### config.mk
export PLATFORM = sky130hd
export DESIGN_NAME = fpu_add_normalise
export DESIGN_NICKNAME = d
export VERILOG_FILES = /design/src/rtl/fpu_add_normalise.sv
export SDC_FILE = /design/constraint.sdc
export NUM_CORES = 1
export LEC_CHECK = 0
export CAP_MARGIN = 40
export CORE_MARGIN = 4
export CORE_UTILIZATION = 45
export DETAILED_ROUTE_END_ITERATION = 6
export HOLD_SLACK_MARGIN = 0.02
export PLACE_DENSITY = 0.67
export SKIP_LAST_GASP = 1
export SYNTH_ARGS = -nofsm -noshare
export SYNTH_HDL_FRONTEND = slang
export SYNTH_SLANG_ARGS = --single-unit
### constraint.sdc
create_clock -name clk -period 5.38 [get_ports clk]
set_input_delay 0.807 -clock clk [delete_from_list [all_inputs] [get_ports clk]]
set_output_delay 0.807 -clock clk [all_outputs]
set_load 0.01 [all_outputs]
### src/rtl/fpu_add_normalise.sv
`timescale 1ns/1ps
// Post-add normalise / round-to-nearest-even / pack stage of the binary32 adder.
// Define FPU_NORM_DENORM_EN for gradual underflow; otherwise sub-minimum results flush to signed zero.
module fpu_add_normalise (
    input  logic        clk,
    input  logic        rst_n,
    input  logic        in_valid,
    output logic        in_ready,
    input  logic [27:0] sum_in,
    input  logic [9:0]  z_e_in,
    input  logic        z_s_in,
    output logic [31:0] z_out,
    output logic        out_valid,
    input  logic        out_ready
);

    // state  | meaning
    // IDLE   | waiting for an operand, in_ready high
    // ALIGN  | split captured sum into z_m/g/r/s
    // NORM_L | left shift until hidden bit set or exponent at minimum
    // NORM_R | right shift up to the minimum exponent (gradual underflow build)
    // ROUND  | round to nearest even
    // PACK   | assemble the binary32 word
    // DONE   | result presented until out_ready
    typedef enum logic [2:0] {
        IDLE   = 3'd0,
        ALIGN  = 3'd1,
        NORM_L = 3'd2,
`ifdef FPU_NORM_DENORM_EN
        NORM_R = 3'd3,
`endif
        ROUND  = 3'd4,
        PACK   = 3'd5,
        DONE   = 3'd6
    } state_t;

    localparam logic signed [9:0] E_MIN = -10'sd126;
    localparam logic signed [9:0] E_MAX = 10'sd127;

    state_t             state_q, state_d;
    logic [27:0]        sum_q;
    logic signed [9:0]  z_e;
    logic               z_s;
    logic [23:0]        z_m;
    logic               g, r, s;
    logic               shift_l;
    logic [7:0]         exp_field;
    logic [31:0]        pack_w;
`ifndef FPU_NORM_DENORM_EN
    logic               norm_done;
    logic               flush;
`else
    logic               shift_r;
    assign shift_r = (z_e < E_MIN);
`endif

    assign shift_l   = !z_m[23] && (z_e > E_MIN);
    assign exp_field = z_e[7:0] + 8'd127;

    always_ff @(posedge clk or negedge rst_n) begin
        if (!rst_n) state_q <= IDLE;
        else        state_q <= state_d;
    end

    always_comb begin
        state_d   = state_q;
        in_ready  = 1'b0;
        out_valid = 1'b0;
        case (state_q)
            IDLE: begin
                in_ready = 1'b1;
                if (in_valid) state_d = ALIGN;
            end
            // a zero sum bypasses normalise/round; PACK then emits +0
            ALIGN:  state_d = (sum_q == 28'd0) ? PACK : NORM_L;
            NORM_L: begin
`ifdef FPU_NORM_DENORM_EN
                if (!shift_l) state_d = NORM_R;
`else
                if (!shift_l && norm_done) state_d = ROUND;
`endif
            end
`ifdef FPU_NORM_DENORM_EN
            NORM_R: if (!shift_r) state_d = ROUND;
`endif
            ROUND:  state_d = PACK;
            PACK:   state_d = DONE;
            DONE: begin
                out_valid = 1'b1;
                if (out_ready) state_d = IDLE;
            end
            default: state_d = IDLE;
        endcase
    end

    always_comb begin
        pack_w = {z_s, exp_field, z_m[22:0]};
        if (z_e > E_MAX)
            pack_w = {z_s, 8'hFF, 23'h0};
        else if (z_e == E_MIN && !z_m[23])
            pack_w = {z_s, 8'h00, z_m[22:0]};
`ifndef FPU_NORM_DENORM_EN
        if (flush) pack_w = {z_s, 31'h0};
`endif
    end

    always_ff @(posedge clk or negedge rst_n) begin
        if (!rst_n) begin
            sum_q     <= '0;
            z_e       <= '0;
            z_s       <= 1'b0;
            z_m       <= '0;
            g         <= 1'b0;
            r         <= 1'b0;
            s         <= 1'b0;
            z_out     <= '0;
`ifndef FPU_NORM_DENORM_EN
            norm_done <= 1'b0;
            flush     <= 1'b0;
`endif
        end else begin
            case (state_q)
                IDLE: begin
                    if (in_valid) begin
                        sum_q <= sum_in;
                        z_e   <= z_e_in;
                        z_s   <= z_s_in;
                    end
                end
                ALIGN: begin
`ifndef FPU_NORM_DENORM_EN
                    norm_done <= 1'b0;
                    flush     <= 1'b0;
`endif
                    if (sum_q == 28'd0) begin
                        z_m <= '0;
                        g   <= 1'b0;
                        r   <= 1'b0;
                        s   <= 1'b0;
                        z_s <= 1'b0;
                        z_e <= E_MIN;
                    end else if (sum_q[27]) begin
                        z_m <= sum_q[27:4];
                        g   <= sum_q[3];
                        r   <= sum_q[2];
                        s   <= sum_q[1] | sum_q[0];
                        z_e <= z_e + 10'sd1;
                    end else begin
                        z_m <= sum_q[26:3];
                        g   <= sum_q[2];
                        r   <= sum_q[1];
                        s   <= sum_q[0];
                    end
                end
                NORM_L: begin
                    if (shift_l) begin
                        z_m <= {z_m[22:0], g};
                        g   <= r;
                        r   <= 1'b0;
                        z_e <= z_e - 10'sd1;
                    end
`ifndef FPU_NORM_DENORM_EN
                    else begin
                        // extra settle cycle keeps latency equal to the gradual-underflow build
                        norm_done <= 1'b1;
                        flush     <= (z_e < E_MIN) || !z_m[23];
                    end
`endif
                end
`ifdef FPU_NORM_DENORM_EN
                NORM_R: begin
                    if (shift_r) begin
                        z_m <= {1'b0, z_m[23:1]};
                        g   <= z_m[0];
                        r   <= g;
                        s   <= s | r;
                        z_e <= z_e + 10'sd1;
                    end
                end
`endif
                ROUND: begin
                    if (g && (r || s || z_m[0])) begin
                        if (&z_m) begin
                            z_m <= 24'h800000;
                            z_e <= z_e + 10'sd1;
                        end else begin
                            z_m <= z_m + 24'd1;
                        end
                    end
                end
                PACK:    z_out <= pack_w;
                default: ;
            endcase
        end
    end

endmodule

==> impl_metrics.toml <==
[status]
status = "completed"

[clock_network]
cts_resized = 0
ctsHoldBuffers = 0
ctsLongestPathBuffers = 2
cts_setup_buffers = 0
clock_latency_ns = 0.35
cts_buffers = 9
clockRootBuffer = "clkbuf_16"
clkTransAtPathRegs_ns = 0.07
clock-sinks = 103
htreeDepth = 3
cts_tree = "done"

[placed_design]
dpl-instance-area_um2 = 6690
dp_hpwl_um = 10700
io_buffers = 76
gp_congestion = 0.866

[floorplanning]
num_rows = 41
ios = 77
die-area_um2 = 14700
die_w_um = 121
start_util = 0.458
die_h_um = 121
core_um2 = 12600

[cells_and_area]
drive_gt1_frac = 0.140
diodes = 0
seq_area_um2 = 2580
fillers = 1149
area_growth_syn_to_layout_pct = 21.1
num-nets-final = 697
multi_input_area_um2 = 2980
fin_area_um2 = 7000

[logic_synthesis]
async_flop_share = 1.00
synth.top_cells.by_count = "dfrtp_1 (103), o21ai_0 (66), mux2_2 (51)"
synthesis.area_um2 = 5780
synth_top_area_share = 0.446
syn_nets = 641
synth_top_area_cell = "dfrtp_1"
yosysSeqAreaShare = 0.446
yosys.cell_count.top_type = "dfrtp_1"
yosys-top-cells-area = "dfrtp_1 (45%), mux2_2 (9.9%), o21ai_0 (5.7%), a22o_1 (5.3%), a221oi_1 (3.2%)"
synth-warning-count = 0
ys_types = 58
syn_inst = 594
synth-main-ff-cell = "dfrtp_1"
synth_area_per_cell_um2 = 9.74
synth.ff_latch_count = 103
synth_edf_count = 0

[worst_setup_path]
slowest_delay_ns = 0.71
end_kind = "flop"
path_class = "flop to flop"
crit_chain = "or3b_2 > a2111oi_0 > nor3_1 > nand2_1 > buf_8 > o21ai_0 > o21ai_0"
cpLargestDelayFamily = "simple AND/OR/NAND/NOR gates"
rr_worst_depth = 7
endpoint = "z_m[20]"
crit_path_frequent_cell = "o21ai_0"
required_ns = 5.64
worstSetupPathDepth = 7
worstPathBufferInverterCount = 1
startpoint = "state_q[0]"
crit_arrival_ns = 3.20
rr_endpoint = "z_m[20]"
timing.rr.start = "state_q[0]"
crit_fanout = 26
startpoint_type = "flop"
r2r_setup_slack_ns = 2.44
slowest_stage = "or3b_2"

[timing]
worst_pin_slew_ns = 0.754
finalHoldViolCount = 0
max_freq_mhz = 340
hold_ws_ns = 0.233
slew_headroom = 0.493
setup_violations = 0
period_share = 0.546
drv_slew = 0
setup_tns_ns = 0
rsz0062_at_grt = "false"
period_needed_ns = 2.94
fin_skew_ns = 0.00750

[worst_hold_path]
min_path_type = "input pin to async pin"

[drt]
wirelength_um = 15300
route.detailed.drc = 0
wl_per_cell_um = 18.5
first_iter_violations = 439
avgViaCountPerCell = 6.11
vias = 5053
first_pass_iters = 5
ant_nets = 0

[flow_run]
drv_cap = 0

[power_and_ir_drop]
p_per_area_nw_per_um2 = 641
ir_drop_mv = 0.288
p_leak_nw = 2.80
seqPwrFrac = 0.360
p_clk_frac = 0.151
swShare = 0.422
pwr-share-comb = 0.489
power_switching_mw = 1.90
p_int_mw = 2.59

[global_routing]
grt_pass1_wl_um = 25300
grt_start_max_net_pins = 63
antenna_found_initial = 0
grt_overflow_total = 0
grt_pass1_vias = 4882
track_usage = 0.215
power groups by stage:
stage	combinational [mW]	clock, mW	sequential [mW]
2_1_floorplan	1.67	0	1.42
3_3_place_gp	2.11	0	1.61
3_5_place_dp	2.19	0	1.62
4_1_cts	2.20	0.700	1.61
5_1_grt	2.43	0.730	1.68
6_report	2.19	0.679	1.62
logic make-up (layout without fill, tap and decap cells):
family	count (synthesis)	count (layout)	synth area share
AOI/OAI and AO/OA	196	196	0.229
and+or+nand+nor	169	169	0.153
DFF	103	103	0.446
buffers and inverters	56	117	0.0409
muxes	53	53	0.103
xor gates and xnor gates	13	13	0.0197
adders and majority gates	4	4	0.00865
placed cells by master (no fill, tap or decap), drive strengths merged, types with 21 or more instances in the layout:
master	count
clkdlybuf4s50	75
nor2	39
nand2	31
dfrtp	103
a22o	35
a221oi	21
mux2	51
o21ai	70
metal layers:
metal  routed length, um  up-vias  share of wire  track usage
met3                 893       28          0.058       0.0434
met4                 376        0          0.025       0.0819
met1                6870     2493           0.45        0.295
met5                   0        -              0            0
li1                    -     2355              -            -
met2                7160      177           0.47        0.337
stage by stage:
step / utilization / power (mW) / setup slack (ns) / instances
finish: 0.555 / 4.49 / 2.44 / 827
CTS: 0.555 / 4.51 / 2.45 / 827
global route: 0.555 / 4.84 / 2.14 / 827
global placement: 0.526 / 3.72 / 2.28 / 807
floorplan: - / 3.10 / 3.15 / 594
detailed placement: 0.530 / 3.80 / 2.47 / 811
area by class of cell:
type,count,share of cell area
Clock buffer,12,0.0366
Clock inverter,4,0.00750
Inverter,13,0.00697
Multi-Input combinational cell,435,0.425
Sequential cell,103,0.368
Tap cell,172,0.0307
Timing Repair Buffer,88,0.125
worst register-to-register path, cell delays in order (launching register included):
cell and delay, ns:
dfrtp_1 0.63, or3b_2 0.71, a2111oi_0 0.36, nor3_1 0.14, nand2_1 0.54, buf_8 0.25, o21ai_0 0.11, o21ai_0 0.10
how the worst min path moves through the flow:
stage               startpoint         to  slack [ns]  depth (start not counted)
finish                   rst_n     z_e[3]        0.23                          1
global route             rst_n     z_e[3]        0.22                          1
CTS                      rst_n     z_e[3]        0.22                          1
detailed placement   z_out[31]  z_out[31]        0.47                          2
global placement     z_out[31]  z_out[31]        0.47                          2
floorplan                  z_s        z_s        0.48                          2
sequential cells by signal, indices dropped and copies added, names as in the netlist:
signal,cells
z_e,10
norm_done,1
z_s,1
z_out,32
g,1
flush,1
state_q,3
r,1
z_m,24
sum_q,28
s,1
(Power assumes the default switching activity.)
